$ cat config.mk
export PLATFORM = sky130hd
export DESIGN_NAME = button_event_arbiter
export DESIGN_NICKNAME = d
export VERILOG_FILES = /design/src/rtl/button_event_arbiter_pkg.sv /design/src/rtl/sync_fifo.sv /design/src/rtl/button_event_arbiter.sv
export SDC_FILE = /design/constraint.sdc
export NUM_CORES = 1
export LEC_CHECK = 0
export CAP_MARGIN = 20
export CORE_MARGIN = 5
export CORE_UTILIZATION = 35
export DETAILED_ROUTE_END_ITERATION = 8
export PLACE_DENSITY = 0.59
export SYNTH_ARGS = -nofsm -noshare
export SYNTH_HDL_FRONTEND = slang
export SYNTH_SLANG_ARGS = --single-unit
$ cat constraint.sdc
create_clock -name clk -period 5.1 [get_ports clk]
set_clock_uncertainty 0.05 [all_clocks]
set_input_delay 0.51 -clock clk [delete_from_list [all_inputs] [get_ports clk]]
set_output_delay 0.51 -clock clk [all_outputs]
set_load 0.02 [all_outputs]
$ cat src/rtl/button_event_arbiter_pkg.sv
// Shared constants for the button/filter blocks.
//   DEF_SIGNAL_BIT_WIDTH : default number of request lines
//   DEF_FIFO_DEPTH       : default event queue depth
//   clog2()              : ceiling log2, used to size codes, pointers and counts
package button_event_arbiter_pkg;

   localparam int DEF_SIGNAL_BIT_WIDTH = 8;
   localparam int DEF_FIFO_DEPTH       = 4;

   function automatic int clog2(input int value);
      int r;
      r = 0;
      for (int i = 0; i < 31; i++) begin
         if ((1 << i) < value) r = i + 1;
      end
      return r;
   endfunction

endpackage

$ cat src/rtl/sync_fifo.sv
// Synchronous FIFO with registered occupancy count.
//   clk, reset_n : clock, async active-low reset (clears pointers and count)
//   push, din    : write din when not full
//   pop          : drop the head entry when not empty
//   dout         : head entry, forced to zero while empty
//   full, empty  : derived from the registered count (no same-cycle pass-through)
//   count        : number of stored entries
module sync_fifo
   import button_event_arbiter_pkg::*;
#(
   parameter  int DATA_W = 3,
   parameter  int DEPTH  = DEF_FIFO_DEPTH,
   localparam int PTR_W  = clog2(DEPTH),
   localparam int CNT_W  = PTR_W + 1
) (
   input  logic              clk,
   input  logic              reset_n,
   input  logic              push,
   input  logic              pop,
   input  logic [DATA_W-1:0] din,
   output logic [DATA_W-1:0] dout,
   output logic              full,
   output logic              empty,
   output logic [CNT_W-1:0]  count
);

   logic [DATA_W-1:0] mem [DEPTH];
   logic [PTR_W-1:0]  wr_ptr, rd_ptr;
   logic              do_push, do_pop;

   assign full    = (count == CNT_W'(DEPTH));
   assign empty   = (count == '0);
   assign do_push = push && !full;
   assign do_pop  = pop && !empty;

   // DEPTH is a power of two, so the pointers wrap by plain overflow.
   always_ff @(posedge clk or negedge reset_n) begin
      if (!reset_n) begin
         wr_ptr <= '0;
         rd_ptr <= '0;
         count  <= '0;
      end else begin
         if (do_push) wr_ptr <= wr_ptr + 1'b1;
         if (do_pop)  rd_ptr <= rd_ptr + 1'b1;
         case ({do_push, do_pop})
            2'b10:   count <= count + 1'b1;
            2'b01:   count <= count - 1'b1;
            default: ;
         endcase
      end
   end

   // Storage needs no reset: it is only visible through dout while non-empty.
   always_ff @(posedge clk) begin
      if (do_push) mem[wr_ptr] <= din;
   end

   assign dout = empty ? '0 : mem[rd_ptr];

endmodule

$ cat src/rtl/button_event_arbiter.sv
// Collects active-low one-cycle button pulses into a pending register,
// grants one pending button per cycle round-robin and queues its index.
//   clk, reset_n          : clock, async active-low reset
//   signals_onepulsed_n   : active-low request pulses, one bit per button
//   event_ready           : consumer pops the head event when event_valid
//   clear_dropped         : synchronous clear of the dropped flag
//   event_valid/code      : queue non-empty / index of the head button
//   event_count           : number of queued events
//   dropped               : sticky, a press was merged into a pending one
module button_event_arbiter
   import button_event_arbiter_pkg::*;
#(
   parameter  int SIGNAL_BIT_WIDTH = DEF_SIGNAL_BIT_WIDTH,
   parameter  int FIFO_DEPTH       = DEF_FIFO_DEPTH,
   localparam int CODE_W           = clog2(SIGNAL_BIT_WIDTH),
   localparam int CNT_W            = clog2(FIFO_DEPTH) + 1
) (
   input  logic                        clk,
   input  logic                        reset_n,
   input  logic [SIGNAL_BIT_WIDTH-1:0] signals_onepulsed_n,
   input  logic                        event_ready,
   input  logic                        clear_dropped,
   output logic                        event_valid,
   output logic [CODE_W-1:0]           event_code,
   output logic [CNT_W-1:0]            event_count,
   output logic                        dropped
);

   localparam int W = SIGNAL_BIT_WIDTH;

   logic [W-1:0]      pulse, pending, grant_oh;
   logic [CODE_W-1:0] rr_ptr, grant_idx;
   logic              found, full, empty, push, pop, drop_now;

   assign pulse       = ~signals_onepulsed_n;
   assign event_valid = !empty;
   assign pop         = event_valid && event_ready;
   assign push        = found && !full;

   // First pending bit at or after rr_ptr, wrapping modulo W.
   always_comb begin
      found     = 1'b0;
      grant_idx = '0;
      grant_oh  = '0;
      for (int i = 0; i < W; i++) begin
         int j;
         j = (int'(rr_ptr) + i) % W;
         if (!found && pending[CODE_W'(j)]) begin
            found     = 1'b1;
            grant_idx = CODE_W'(j);
         end
      end
      if (push) grant_oh[grant_idx] = 1'b1;
   end

   // A pulse on the bit being granted survives as a new request; a pulse on a
   // bit that stays pending is merged and counts as a drop.
   assign drop_now = |(pulse & pending & ~grant_oh);

   always_ff @(posedge clk or negedge reset_n) begin
      if (!reset_n) begin
         pending <= '0;
         rr_ptr  <= '0;
         dropped <= 1'b0;
      end else begin
         pending <= (pending & ~grant_oh) | pulse;
         dropped <= (dropped && !clear_dropped) || drop_now;
         if (push)
            rr_ptr <= (grant_idx == CODE_W'(W - 1)) ? '0 : grant_idx + 1'b1;
      end
   end

   sync_fifo #(
      .DATA_W (CODE_W),
      .DEPTH  (FIFO_DEPTH)
   ) u_fifo (
      .clk     (clk),
      .reset_n (reset_n),
      .push    (push),
      .pop     (pop),
      .din     (grant_idx),
      .dout    (event_code),
      .full    (full),
      .empty   (empty),
      .count   (event_count)
   );

endmodule
==> results by group <==
Run status
  • Outcome: finished, final reports clean

Logic synthesis
  • Count leader, synth: nand2_1
  • Number of flops mapped to enable cells by yosys: 12
  • Syn. warnings: 0
  • Post-synth ARST share: 0.613
  • Commonest register cell after synthesis: dfrtp_1
  • Post-Synthesis Cells: around 240
  • Cell area after synthesis: 0.00245 mm2
  • Cell taking the most area after synthesis: dfrtp_1
  • Post-synth top area share: 0.194
  • FF+latch count, synth: 31
  • Synth top cells by count: nand2_1, dfrtp_1, mux4_2
  • Area contributors post-synth: dfrtp_1, edfxtp_1, mux4_2, mux2i_1, nand2_1
  • Unique cell type count in the Yosys netlist: 61
  • Syn nets: 258
  • Synthesized area per cell: 10.3 um2
  • Seq/Total Area, Yosys: 0.340

Clocking
  • CTS clock-pin slew for the worst setup and hold paths: 0.07 ns
  • CTS buffer count: 5
  • Root Driver: clkbuf_8
  • Clock buffer depth: 2
  • CTS Hold Buffers Added: 0
  • CTS tree: yes
  • Resize count post-CTS: 0
  • CTS HTree Levels: 2
  • Clock Latency Late Sink: 0.28 ns
  • Setup Buffers After CTS: 0
  • Clock sink total: 31

Floorplanning
  • Die Ht: 93.8 um
  • Die width: between 90 and 100 um
  • Initial Util: 0.361
  • Ports: 20
  • Row count: 30
  • Die area: 0.00879 mm2
  • Area of the core: 0.00679 mm2

STA
  • Post-Route Setup TNS: 0 ns
  • Upper clock frequency limit: 0.237 GHz
  • Tcrit/Tclk final: 0.826
  • Final hold violation count: 0
  • Max transition margin: 0.395
  • Least-Margin Pin Slew: 0.904 ns
  • RSZ-0062 raised after global routing: no
  • Setup ws final: 0.889 ns
  • Max-slew violation count: 0
  • Final setup fails: 0
  • Fin crit period: roughly 4.2 ns

Worst setup path
  • Crit path max fanout: 12
  • Critical Path AT: roughly 4.3 ns
  • Slowest stage delay, CP: 0.60 ns
  • Critical path class: reg -> reg
  • Critical-path cell list: inv_1, ha_1, mux2i_1, mux4_2, a22oi_2, nor3_1, o21a_1, a21oi_4, inv_4, o41ai_2, or4b_1, or4_1
  • Required @ worst endpoint: 5.20 ns
  • Crit path launch type: flip-flop
  • Critical path endpoint category: flip-flop
  • Crit-path slowest cell: ha_1

Global route
  • Vias in the first global route: 1812
  • Initial antenna violation count: 0
  • First-pass GRT wire length: 9.13 mm
  • Total track usage: 0.133
  • GR Overflow Total: 0
  • Largest net degree at the start of global routing: 24

Placement
  • Dpl hpwl: 4.14 mm
  • Setup Slack @ Placement: ~0.9 ns
  • Dpl cell area: 0.00271 mm2
  • GP Congestion: 0.899
  • I/O Buffers: 19

Route
  • Routed len/inst: roughly 15 um
  • Routed wire length: 5.44 mm
  • Post-route ant nets: 0
  • Residual DRC: 0
  • DR iter-0 viols: roughly 170
  • Initial DRT Pass Iterations: 4
  • DR vias: 1868
  • Number of vias per cell: 5.32

Finish
  • Final Instance Area: between 0.002 and 0.003 mm2
  • Layout net count: 274
  • Reg area: 836 um2
  • Multi-input logic area: around 0.0015 mm2
  • Fill cell count: approximately 650
  • Area grow syn2layout: 15.1%
  • Share of layout cells above drive strength 1: 0.153
  • Diodes inserted: 0

Worst hold path
  • Min-Delay Path Class: reg -> reg

Job
  • Max Cap Viol: 0
## sequential cells by signal (all words and copies together) (netlist names)
signal,cells
u_fifo.mem,12
pending,8
dropped,1
u_fifo.wr_ptr,2
u_fifo.count,3
rr_ptr,3
u_fifo.rd_ptr,2
## final cells by class
class,count,area share
Tap cell,96,0.0425
Clock buffer,5,0.0244
Multi-Input combinational cell,178,0.523
Clock inverter,3,0.0155
Timing Repair Buffer,23,0.0779
Sequential cell,31,0.296
Inverter,15,0.0208
## metrics by stage
| stage | utilization | hold slack [ns] | cells |
|---|---|---|---|
| floorplan | - | 0.164 | 238 |
| global placement | 0.399 | 0.463 | 343 |
| detailed placement | 0.399 | 0.460 | 343 |
| CTS | 0.416 | 0.471 | 351 |
| global route | 0.416 | 0.502 | 351 |
| finish | 0.416 | 0.460 | 351 |
## logic make-up (layout without fill, tap and decap cells)
group | count (synthesis) | in the layout | synth area share
xor+xnor | 13 | 13 | 0.0464
compound gates | 48 | 48 | 0.156
fa+ha+maj | 8 | 8 | 0.0438
simple gates | 84 | 84 | 0.180
mux | 25 | 25 | 0.176
flops | 31 | 31 | 0.340
buf+inv | 29 | 46 | 0.0576
## cells in the final DEF, fill, tap and decap left out, drive strengths merged, types with 3 or more instances in the layout
cell type       n
nand3           8
mux4           14
clkdlybuf4s50  19
a21oi           4
xnor2           7
nand2          24
nor2           13
mux2i           9
ha              7
clkbuf          5
buf             4
xor2            6
a22oi           4
inv            15
a31oi           4
nand2b          7
o41ai           5
and2            8
dfrtp          19
or2             3
edfxtp         12
nor2b           5
nand4           3
o21ai          12
and3            4
## per-layer routing
metal	GRT usage	up-vias	wire, um	part of all wire
met5	0	-	0	0
met4	0.0542	0	102	0.019
met3	0.0208	8	294	0.054
met2	0.202	57	2540	0.47
met1	0.187	892	2500	0.46
li1	-	911	-	-
## worst max-delay path, delay by kind of cell, from the launching register on
kind	cells	cell delay (ns)
fa+ha+maj	1	0.60
flops	1	0.34
simple gates	3	0.97
buf+inv	2	0.24
compound gates	4	1.14
mux	2	0.73
## final timing paths
| kind | start | to | slack (ns) | cells past startpoint |
|---|---|---|---|---|
| worst min-delay path | u_fifo.count[0] | u_fifo.count[0] | 0.46 | 1 |
| max in group asynchronous | reset_n | u_fifo.count[2] | 3.76 | 1 |
| worst max-delay path | rr_ptr[0] | dropped | 0.89 | 12 |
| worst max register to register | rr_ptr[0] | dropped | 0.89 | 12 |
| min in group asynchronous | reset_n | u_fifo.wr_ptr[0] | 0.68 | 1 |
| worst min register to register | u_fifo.count[0] | u_fifo.count[0] | 0.46 | 1 |
Power is not shown: default switching activity piles up to over one toggle a cycle in this logic, so the estimate is an artifact.
